**config.mk**
```make
export PLATFORM = sky130hd
export DESIGN_NAME = uart_rx_buf
export DESIGN_NICKNAME = d
export VERILOG_FILES = /design/src/rtl/uart_pkg.sv /design/src/rtl/uart_fifo.sv /design/src/rtl/uart_rx_buf.sv
export SDC_FILE = /design/constraint.sdc
export NUM_CORES = 1
export LEC_CHECK = 0
export ABC_AREA = 1
export CORE_MARGIN = 2
export CORE_UTILIZATION = 45
export CTS_CLUSTER_DIAMETER = 50
export DETAILED_ROUTE_END_ITERATION = 16
export GPL_TIMING_DRIVEN = 0
export HOLD_SLACK_MARGIN = 0.03
export PLACE_DENSITY = 0.65
export SYNTH_ARGS = -nofsm -noshare
export SYNTH_HDL_FRONTEND = slang
export SYNTH_HIERARCHICAL = 1
export SYNTH_SLANG_ARGS = --single-unit
```
**constraint.sdc**
```tcl
create_clock -name mclkx16 -period 2.3 [get_ports mclkx16]
set_input_delay 0.69 -clock mclkx16 [delete_from_list [all_inputs] [get_ports mclkx16]]
set_output_delay 0.69 -clock mclkx16 [all_outputs]
set_load 0.005 [all_outputs]
```
**src/rtl/uart_pkg.sv**
```systemverilog
// ============================================================================
// uart_pkg : shared enums and constants for the UART blocks.  Rev 1.0
// ============================================================================
`default_nettype none

package uart_pkg;

  typedef enum logic [1:0] {
    PAR_NONE = 2'd0,
    PAR_ODD  = 2'd1,
    PAR_EVEN = 2'd2
  } parity_e;

  typedef enum logic [2:0] {
    IDLE  = 3'd0,
    START = 3'd1,
    DATA  = 3'd2,
    PAR   = 3'd3,
    STOP  = 3'd4
  } rx_state_e;

  localparam int OVERSAMPLE = 16;

endpackage

`default_nettype wire

```
**src/rtl/uart_fifo.sv**
```systemverilog
// ============================================================================
// uart_fifo : synchronous first-word-fall-through FIFO.  Rev 1.0
// ============================================================================
`default_nettype none

module uart_fifo #(
  parameter int WIDTH = 8,
  parameter int DEPTH = 4
) (
  input  logic                     i_clk,
  input  logic                     i_rst_n,
  input  logic                     i_push,
  input  logic [WIDTH-1:0]         i_wdata,
  input  logic                     i_pop,
  output logic [WIDTH-1:0]         o_rdata,
  output logic                     o_full,
  output logic                     o_empty,
  output logic [$clog2(DEPTH):0]   o_count
);

  localparam int AW = $clog2(DEPTH);

  logic [WIDTH-1:0] r_mem [DEPTH];
  logic [AW:0]      r_wptr;
  logic [AW:0]      r_rptr;
  logic             w_do_push;
  logic             w_do_pop;

  // Pointers carry an extra MSB so full and empty differ only in that bit.
  assign o_empty   = (r_wptr == r_rptr);
  assign o_full    = (r_wptr[AW] != r_rptr[AW]) && (r_wptr[AW-1:0] == r_rptr[AW-1:0]);
  assign w_do_pop  = i_pop & ~o_empty;
  assign w_do_push = i_push & (~o_full | w_do_pop);
  assign o_count   = r_wptr - r_rptr;
  assign o_rdata   = o_empty ? '0 : r_mem[r_rptr[AW-1:0]];

  always_ff @(posedge i_clk or negedge i_rst_n) begin
    if (!i_rst_n) begin
      r_wptr <= '0;
      r_rptr <= '0;
    end else begin
      if (w_do_push) r_wptr <= r_wptr + 1'b1;
      if (w_do_pop)  r_rptr <= r_rptr + 1'b1;
    end
  end

  always_ff @(posedge i_clk) begin
    if (w_do_push) r_mem[r_wptr[AW-1:0]] <= i_wdata;
  end

endmodule

`default_nettype wire

```
**src/rtl/uart_rx_buf.sv**
```systemverilog
// ============================================================================
// uart_rx_buf : 16x-oversampled UART receiver with a receive FIFO.  Rev 1.0
// ============================================================================
`default_nettype none

module uart_rx_buf
  import uart_pkg::*;
#(
  parameter int      DATA_BITS  = 8,
  parameter parity_e PARITY     = PAR_ODD,
  parameter int      STOP_BITS  = 1,
  parameter int      FIFO_DEPTH = 4
) (
  input  logic                          mclkx16,
  input  logic                          reset,
  input  logic                          rx,
  input  logic                          read,
  output logic [DATA_BITS-1:0]          rdata,
  output logic                          rxrdy,
  output logic                          parityerr,
  output logic                          framingerr,
  output logic                          overrun,
  output logic [$clog2(FIFO_DEPTH):0]   count
);

  localparam int         EW        = DATA_BITS + 2;
  localparam logic [3:0] TICK_MID  = 4'(OVERSAMPLE / 2 - 1);
  localparam logic [3:0] TICK_LAST = 4'(OVERSAMPLE - 1);
  localparam logic [2:0] LAST_BIT  = 3'(DATA_BITS - 1);
  localparam logic [2:0] LAST_STOP = 3'(STOP_BITS - 1);
  localparam logic       EXP_PAR   = (PARITY == PAR_ODD);

  logic [1:0]           r_sync;
  logic                 w_rxs;
  rx_state_e            r_state;
  rx_state_e            w_state_nxt;
  logic [3:0]           r_tcnt;
  logic [3:0]           w_tcnt_nxt;
  logic [2:0]           r_bcnt;
  logic [2:0]           w_bcnt_nxt;
  logic [DATA_BITS-1:0] r_data;
  logic                 r_perr;
  logic                 r_ferr;
  logic                 w_ferr_fin;
  logic                 w_shift;
  logic                 w_par_smp;
  logic                 w_stop_smp;
  logic                 w_push;
  logic                 w_pop;
  logic                 w_full;
  logic                 w_empty;
  logic [EW-1:0]        w_head;
  logic                 r_overrun;

  always_ff @(posedge mclkx16 or negedge reset) begin
    if (!reset) r_sync <= 2'b11;
    else        r_sync <= {r_sync[0], rx};
  end
  assign w_rxs = r_sync[1];

  // Second stop sample accumulates into the first; a lone sample starts fresh.
  assign w_ferr_fin = ((r_bcnt == 3'd0) ? 1'b0 : r_ferr) | ~w_rxs;

  always_comb begin
    w_state_nxt = r_state;
    w_tcnt_nxt  = r_tcnt + 4'd1;
    w_bcnt_nxt  = r_bcnt;
    w_shift     = 1'b0;
    w_par_smp   = 1'b0;
    w_stop_smp  = 1'b0;
    w_push      = 1'b0;
    case (r_state)
      IDLE: begin
        w_tcnt_nxt = 4'd0;
        w_bcnt_nxt = 3'd0;
        if (!w_rxs) w_state_nxt = START;
      end
      START: begin
        if (r_tcnt == TICK_MID) begin
          w_tcnt_nxt  = 4'd0;
          w_bcnt_nxt  = 3'd0;
          w_state_nxt = w_rxs ? IDLE : DATA;
        end
      end
      DATA: begin
        if (r_tcnt == TICK_LAST) begin
          w_shift    = 1'b1;
          w_bcnt_nxt = r_bcnt + 3'd1;
          if (r_bcnt == LAST_BIT) begin
            w_bcnt_nxt  = 3'd0;
            w_state_nxt = (PARITY == PAR_NONE) ? STOP : PAR;
          end
        end
      end
      PAR: begin
        if (r_tcnt == TICK_LAST) begin
          w_par_smp   = 1'b1;
          w_bcnt_nxt  = 3'd0;
          w_state_nxt = STOP;
        end
      end
      STOP: begin
        if (r_tcnt == TICK_LAST) begin
          w_stop_smp = 1'b1;
          w_bcnt_nxt = r_bcnt + 3'd1;
          if (r_bcnt == LAST_STOP) begin
            w_push      = 1'b1;
            w_state_nxt = IDLE;
          end
        end
      end
      default: w_state_nxt = IDLE;
    endcase
  end

  always_ff @(posedge mclkx16 or negedge reset) begin
    if (!reset) begin
      r_state <= IDLE;
      r_tcnt  <= 4'd0;
      r_bcnt  <= 3'd0;
      r_data  <= '0;
      r_perr  <= 1'b0;
      r_ferr  <= 1'b0;
    end else begin
      r_state <= w_state_nxt;
      r_tcnt  <= w_tcnt_nxt;
      r_bcnt  <= w_bcnt_nxt;
      // LSB arrives first, so shifting in from the top leaves it at bit 0.
      if (w_shift)             r_data <= {w_rxs, r_data[DATA_BITS-1:1]};
      if (r_state == IDLE)     r_perr <= 1'b0;
      else if (w_par_smp)      r_perr <= ((^r_data) ^ w_rxs) != EXP_PAR;
      if (w_stop_smp)          r_ferr <= w_ferr_fin;
    end
  end

  assign w_pop = read & ~w_empty;

  uart_fifo #(
    .WIDTH (EW),
    .DEPTH (FIFO_DEPTH)
  ) u_fifo (
    .i_clk   (mclkx16),
    .i_rst_n (reset),
    .i_push  (w_push),
    .i_wdata ({w_ferr_fin, r_perr, r_data}),
    .i_pop   (read),
    .o_rdata (w_head),
    .o_full  (w_full),
    .o_empty (w_empty),
    .o_count (count)
  );

  always_ff @(posedge mclkx16 or negedge reset) begin
    if (!reset)                            r_overrun <= 1'b0;
    else if (w_pop)                        r_overrun <= 1'b0;
    else if (w_push && w_full)             r_overrun <= 1'b1;
  end

  assign rdata      = w_head[DATA_BITS-1:0];
  assign parityerr  = w_head[DATA_BITS];
  assign framingerr = w_head[DATA_BITS+1];
  assign rxrdy      = ~w_empty;
  assign overrun    = r_overrun;

endmodule

`default_nettype wire

```
# Word-level counts from Yosys, hierarchy flattened

Memory sizes are Yosys's and may differ from the RTL's.
Index checks and enable logic that the tools add are counted.

Add/subtract/negate cells: 5
Multipliers: 0
Divide/modulo/power cells: 0
Magnitude comparators: 0
Equal/unequal tests: 17
Shift-type cells: 0
Muxes and demuxes: 32
Bitwise gates (word level): 9
Reduce and logical (&&, ||, !) cells: 10

Operators by type and width:

| operator            | count |
|---|---|
| $mux 3              | 12 |
| $pmux 3 s5          | 2 |
| $mux 1              | 14 |
| $ne 2x2->1 const B  | 7 |
| $mux 10             | 1 |
| $add 3x1->3 const B | 3 |
| $pmux 4 s2          | 1 |
| $reduce_xor 8->1    | 1 |
| $reduce_and 7->1    | 1 |
| $eq 3x2->1 const B  | 2 |
| $eq 3x3->1 const B  | 2 |
| $logic_not 3->1     | 2 |
| $reduce_and 5->1    | 1 |
| $reduce_bool 5->1   | 1 |
| $add 4x1->4 const B | 1 |
| $eq 4x3->1 const B  | 1 |
| $eq 4x4->1 const B  | 1 |
| $mux 4              | 1 |
| $not 1->1           | 4 |
| $reduce_bool 2->1   | 2 |
| $eq 3x1->1 const B  | 1 |
| $eq 3x3->1          | 1 |
| $sub 3x3->3         | 1 |
| $and 1x1->1         | 2 |
| 6 further kinds     | 8 |

Register bits: 29
Latch bits: 0
RAM bits: 40
Bits in read-only memories: 0
Input bits: 4
Output and inout bits: 15
Memories: 1

Memories:

| name         | words | width | read ports | clocked after Yosys merged registers in | wr ports | RTL line        | source |
|---|---|---|---|---|---|---|---|
| u_fifo.r_mem | 4     | 10    | 1          | 0                                       | 1        | uart_fifo.sv:23 | `logic [WIDTH-1:0] r_mem [DEPTH];` |

# Depth between registers and ports, before layout

Word-level depth: 7
Gate-level depth with buffers: 11
Depth with buffers taken out: 11

# Hierarchy

Netlist, hierarchy kept.

Modules (own cells, without submodules):

| module      | times used | cells each | area an instance (um^2) | sequential area each (um^2) |
|---|---|---|---|---|
| uart_fifo   | 1          | 181        | 2065.7                  | 1351.3 |
| uart_rx_buf | 1          | 156        | 1228.7                  | 578.1 |

# Worst setup path before layout

OpenSTA, ideal clock, no wires.

Path kind: register -> register
Start point: register r_tcnt[0]
End point: memory u_fifo/r_mem[0][0] in the netlist's numbering, enable pin
Setup time: 376 ps
Arrival time: 1802 ps
Required time: 1924 ps
Slack: 121 ps
Cell stages (with the launch flop): 6
Clock period less this slack: 2179 ps
Path through: dfrtp_1 > ha_1 > nand3_1 > nor4_2 > nand2_2 > nor2_1

Longest elaborated chain between the ends: 6

RTL lines:

| element                      | RTL line           | source |
|---|---|---|
| start, declared              | uart_rx_buf.sv:37  | `logic [3:0] r_tcnt;` |
| start signal, assigned       | uart_rx_buf.sv:126 | `r_tcnt <= w_tcnt_nxt;` |
| $eq 4x4->1                   | uart_rx_buf.sv:103 | `if (r_tcnt == TICK_LAST) begin` |
| $mux 1                       | uart_rx_buf.sv:103 |  |
| $mux 1                       | uart_rx_buf.sv:72  | `case (r_state)` |
| net w_push                   | uart_rx_buf.sv:48  | `logic w_push;` |
| $and 1x1->1                  | uart_fifo.sv:33    | `assign w_do_push = i_push & (~o_full \| w_do_pop);` |
| $mux 1                       | uart_fifo.sv:48    | `if (w_do_push) r_mem[r_wptr[AW-1:0]] <= i_wdata;` |
| $mux 1 (implied by the code) | uart_fifo.sv:48    |  |
| end, declared                | uart_fifo.sv:23    |  |

The timed path passes the listed nets, and every way through them passes these cells.

# Final worst setup path

Start point: register u_fifo.r_rptr[0]
End point: output rdata[2]

Longest elaborated chain between the ends: 2
Elaborated cells between the ends (all ways): 3
Classes of those cells: eq/ne (1); mux (1); memory (1)

RTL lines:

| element                                           | RTL line          | source |
|---|---|---|
| start, declared                                   | uart_fifo.sv:25   | `logic [AW:0] r_rptr;` |
| start signal, assigned                            | uart_fifo.sv:43   | `if (w_do_pop) r_rptr <= r_rptr + 1'b1;` |
| $mem_v2 4x10 / $eq 3x3->1 (equally long branches) | -                 |  |
| $mux 10 *                                         | uart_fifo.sv:35   | `assign o_rdata = o_empty ? '0 : r_mem[r_rptr[AW-1:0]];` |
| end, declared                                     | uart_rx_buf.sv:18 | `output logic [DATA_BITS-1:0] rdata,` |

Mark *: on every way between the ends. The rest lies on a longest branch, timed or not.

==> flow_summary.html <==
<table>
<tr><th>Metric</th><th>Value</th></tr>
<tr><th colspan="2">Power</th></tr>
<tr><td>Switching pwr</td><td>around 1.3 mW</td></tr>
<tr><td>Total internal power</td><td>2.54 mW</td></tr>
<tr><td>Clock share of power</td><td>0.253</td></tr>
<tr><td>Total power density per cell area</td><td>between 900 and 1000 nW/um2</td></tr>
<tr><td>Worst-case vdd ir drop</td><td>0.586 mV</td></tr>
<tr><td>Overall power after layout</td><td>between 3 and 4 mW</td></tr>
<tr><td>Switching power as a share of total power</td><td>0.345</td></tr>
<tr><td>Proportion of power drawn by flip-flops and latches</td><td>0.391</td></tr>
<tr><td>Leakage power</td><td>about 1.8 nW</td></tr>
<tr><td>Combinational cell fraction of total power</td><td>0.356</td></tr>
<tr><th colspan="2">Timing</th></tr>
<tr><td>Maximum clock frequency</td><td>roughly 0.42 GHz</td></tr>
<tr><td>Setup violations, final</td><td>11</td></tr>
<tr><td>Setup repair after global routing missed its margin</td><td>yes</td></tr>
<tr><td>Final Cycle Share</td><td>1.04</td></tr>
<tr><td>Post-route minimum period</td><td>2.40 ns</td></tr>
<tr><td>Transition time at the pin with the least slew margin</td><td>a little under 0.7 ns</td></tr>
<tr><td>Slew Limit Headroom</td><td>0.546</td></tr>
<tr><td>Final slew viol count</td><td>0</td></tr>
<tr><td>Worst hold-check slack</td><td>about 0.36 ns</td></tr>
<tr><td>Worst setup margin</td><td>-0.0973 ns</td></tr>
<tr><td>Final clock skew</td><td>0.00585 ns</td></tr>
<tr><td>Final Hold Vio Count</td><td>0</td></tr>
<tr><th colspan="2">Placement</th></tr>
<tr><td>Setup slack after placement</td><td>-0.534 ns</td></tr>
<tr><td>Port Buffers</td><td>18</td></tr>
<tr><td>Final GP Congestion</td><td>0.811</td></tr>
<tr><td>Post-detail-place hpwl</td><td>a little over 4 mm</td></tr>
<tr><td>Placed Cells incl. Taps</td><td>454</td></tr>
<tr><th colspan="2">Status</th></tr>
<tr><td>Result of the run</td><td>finished with violations</td></tr>
<tr><td>Violated checks</td><td>negative setup slack</td></tr>
<tr><th colspan="2">Critical path</th></tr>
<tr><td>Critical Path Source Type</td><td>flip-flop</td></tr>
<tr><td>Endpoint of the worst-slack reg-to-reg timing path</td><td>u_fifo/r_mem[0][6]</td></tr>
<tr><td>Type of the worst setup path</td><td>flip-flop to output pin</td></tr>
<tr><td>Worst setup EP type</td><td>output pin</td></tr>
<tr><td>CP required</td><td>~1.6 ns</td></tr>
<tr><td>Maximum single-stage delay on the critical path</td><td>around 0.46 ns</td></tr>
<tr><td>Cell occurring most often along the worst timing path</td><td>nand2_4</td></tr>
<tr><td>Sequence of cells on the critical path</td><td>ha_4, nand2_4, inv_4, nand2_4, inv_6, buf_16, a21oi_4, buf_2</td></tr>
<tr><td>Arrival time at the worst endpoint</td><td>1.71 ns</td></tr>
<tr><td>Cell count of the worst reg-to-reg path</td><td>6</td></tr>
<tr><td>Reg2Reg Launch Point</td><td>r_tcnt[0]</td></tr>
<tr><td>Maximum fanout encountered on the critical timing path</td><td>5</td></tr>
<tr><td>Crit path max-delay cell type</td><td>dfrtp_2</td></tr>
<tr><td>R2R Setup Slk</td><td>0.15 ns</td></tr>
<tr><th colspan="2">Worst hold path</th></tr>
<tr><td>Class of the tightest hold or removal check</td><td>flip-flop to flip-flop</td></tr>
<tr><td>Hold path cells</td><td>0</td></tr>
<tr><td>Endpoint with the worst hold slack</td><td>r_sync[1]</td></tr>
<tr><td>Origin of the worst min-delay path</td><td>r_sync[0]</td></tr>
<tr><th colspan="2">CTS</th></tr>
<tr><td>Clock Root Buffer</td><td>clkbuf_8</td></tr>
<tr><td>Source-to-sink clock delay at the later pin of the worst-skew pair</td><td>approximately 0.35 ns</td></tr>
<tr><td>H-Tree Depth</td><td>3</td></tr>
<tr><td>TritonCTS Buffers</td><td>9</td></tr>
<tr><td>Clock sinks</td><td>just under 70</td></tr>
<tr><td>CTS hold repair buffers</td><td>0</td></tr>
<tr><td>Largest buffer count on any clock path</td><td>2</td></tr>
<tr><td>Clock tree from TritonCTS</td><td>done</td></tr>
<tr><td>Worst-path clk slew</td><td>0.08 ns</td></tr>
<tr><th colspan="2">Logic synthesis</th></tr>
<tr><td>Number of storage elements in the synthesis netlist</td><td>approximately 70</td></tr>
<tr><td>Proportion of synthesized flip-flops having asynchronous set or reset</td><td>0.420</td></tr>
<tr><td>Most area-consuming cells after synthesis</td><td>edfxtp_1 36%, dfrtp_1 21%, nand2_1 6.6%</td></tr>
<tr><td>Most used flip-flop cell after synthesis</td><td>edfxtp_1</td></tr>
<tr><td>Area share of the largest cell type after synthesis</td><td>0.365</td></tr>
<tr><td>Post-Synthesis Cell Area</td><td>approximately 3300 um2</td></tr>
<tr><td>Yosys warnings</td><td>6</td></tr>
<tr><td>Number of enable-type register cells in the synthesized netlist</td><td>40</td></tr>
<tr><td>Synthesized Nets</td><td>353</td></tr>
<tr><td>Avg Cell Area, Syn</td><td>between 9 and 10 um2</td></tr>
<tr><td>Most frequent cells after synthesis</td><td>58 x nand2_1, 58 x nor2_1, 40 x edfxtp_1</td></tr>
<tr><td>Seq/Total Area, Yosys</td><td>0.586</td></tr>
<tr><td>Cell accounting for the most synthesized area</td><td>edfxtp_1</td></tr>
<tr><td>Number of standard cells after synthesis</td><td>~340</td></tr>
<tr><td>Distinct cells, synth</td><td>31</td></tr>
<tr><th colspan="2">Layout</th></tr>
<tr><td>Post-route insts no fill</td><td>483</td></tr>
<tr><td>Antenna Diode Count</td><td>0</td></tr>
<tr><td>Final core area utilization</td><td>0.557</td></tr>
<tr><td>Number of nets in the layout</td><td>about 400</td></tr>
<tr><td>Synthesis-to-finish area growth</td><td>21.4%</td></tr>
<tr><td>Share of post-route cells with drive strength above 1</td><td>0.258</td></tr>
<tr><th colspan="2">Die</th></tr>
<tr><td>X dimension of the die</td><td>between 80 and 90 um</td></tr>
<tr><td>Num rows</td><td>31</td></tr>
<tr><td>Die boundary height</td><td>89.6 um</td></tr>
<tr><td>Starting density of the core</td><td>0.459</td></tr>
<tr><td>I/O pins</td><td>19</td></tr>
<tr><td>Full die area</td><td>approximately 8000 um2</td></tr>
<tr><td>Core outline area</td><td>a little over 7000 um2</td></tr>
<tr><th colspan="2">Global routing</th></tr>
<tr><td>Global-route wire length before repair</td><td>10.7 mm</td></tr>
<tr><td>Number of antenna violations at the first check in global routing</td><td>0</td></tr>
<tr><td>Vias in the first global route</td><td>roughly 2200</td></tr>
<tr><td>GR Util All Layers</td><td>0.182</td></tr>
<tr><td>Total gr overflow</td><td>0</td></tr>
<tr><td>Pin count of the biggest net entering global routing</td><td>30</td></tr>
<tr><th colspan="2">Routing</th></tr>
<tr><td>Routed wire per std cell</td><td>13.4 um</td></tr>
<tr><td>Via count</td><td>approximately 2300</td></tr>
<tr><td>First-iteration detailed-routing DRC count</td><td>slightly above 80</td></tr>
<tr><td>Final wirelength</td><td>approximately 6.5 mm</td></tr>
<tr><td>Via count normalized by instance count</td><td>~4.8</td></tr>
<tr><td>Number of remaining DRC errors</td><td>0</td></tr>
<tr><td>Post-route antenna net violation count</td><td>0</td></tr>
<tr><td>Number of detailed-route iterations in the first pass</td><td>4</td></tr>
<tr><th colspan="2">Run</th></tr>
<tr><td>Number of max-cap violations</td><td>0</td></tr>
</table>
==> cells by family (layout without fill, tap and decap cells) <==
| family | Yosys count | count (layout) | synth area share |
|---|---|---|---|
| multiplexers | 1 | 1 | 0.00342 |
| XOR/XNOR | 8 | 8 | 0.0213 |
| AND/OR/NAND/NOR | 148 | 148 | 0.192 |
| flip-flops | 69 | 69 | 0.586 |
| buffers and inverters | 50 | 97 | 0.0630 |
| AO/OA/AOI/OAI | 49 | 49 | 0.0866 |
| adder cells (fa/ha/maj) | 12 | 12 | 0.0479 |
==> cells in the final DEF (no fill, tap or decap), types with 9 or more instances in the layout <==
| master | n |
|---|---|
| nand2_1 | 57 |
| inv_1 | 31 |
| dfrtp_1 | 24 |
| buf_4 | 14 |
| nand3_1 | 17 |
| ha_1 | 9 |
| nor2_1 | 54 |
| buf_2 | 13 |
| clkbuf_8 | 9 |
| o21ai_1 | 12 |
| edfxtp_1 | 40 |
| o21ai_0 | 20 |
==> critical path, delay by kind of cell, from the launching register on <==
kind / cells / cell delay (ns)
buffers and inverters: 4 / 0.36
AO/OA/AOI/OAI: 1 / 0.12
AND/OR/NAND/NOR: 2 / 0.16
adder cells (fa/ha/maj): 1 / 0.25
flip-flops: 1 / 0.46
==> state kept, by name (all words and copies together) (netlist names) <==
signal	count
u_fifo/r_mem	40
r_data	8
r_tcnt	4
r_bcnt	3
r_state	3
u_fifo/r_rptr	3
u_fifo/r_wptr	3
r_sync	2
overrun	1
r_ferr	1
r_perr	1
==> final cells by class <==
class / instances / area [um2]
inverters: 42 / 170
plain buffers: 6 / 61.3
multi-input cells: 218 / 1250
clock inverters: 7 / 73.8
clock buffers: 9 / 124
flip-flops and latches: 69 / 1930
well taps: 99 / 124
repair buffers: 33 / 260
fillers: 611 / 3180
==> worst max path at each step <==
stage                                 from                  to  slack, ns  depth (start not counted)
after floorplan                  r_tcnt[0]  u_fifo/r_mem[0][0]       0.12                          5
after global placement           r_tcnt[0]  u_fifo/r_mem[1][5]      -0.54                          5
after detailed placement         r_tcnt[0]  u_fifo/r_mem[1][6]      -0.53                          5
after CTS                 u_fifo/r_rptr[1]            rdata[3]      -0.12                         10
after global routing      u_fifo/r_rptr[0]            rdata[3]      -0.14                          8
final                     u_fifo/r_rptr[0]            rdata[2]       -0.1                          8
==> power by group through the flow <==
stage / sequential [mW] / clock (mW) / combinational (mW)
floorplan: 1.53 / 0 / 0.804
global placement: 1.55 / 0 / 1.25
detailed placement: 1.55 / 0 / 1.27
CTS: 1.52 / 1.01 / 1.45
global route: 1.54 / 1.06 / 1.54
finish: 1.52 / 0.983 / 1.38
==> per-layer routing <==
layer | share of wire | vias up | global-route usage
li1 | - | 1183 | -
met1 | 0.46 | 1109 | 0.235
met2 | 0.49 | 36 | 0.285
met3 | 0.033 | 11 | 0.0434
met4 | 0.021 | 0 | 0.0936
met5 | 0 | - | 0
==> per-stage QoR <==
step	instance area, um2	TNS [ns]
detailed placement	3600	-19.96
global placement	3600	-20.38
floorplan	3290	0
CTS	3970	-0.991
global route	4000	-1.35
finish	4000	-0.665
==> timing repair <==
action	4_1_cts	5_1_grt
gates cloned	1	0
gates resized for setup	89	10
setup endpoints to repair	54	53
pin swaps	4	4
setup buffers	11	3
No activity file was read; power rests on OpenSTA's default activity.
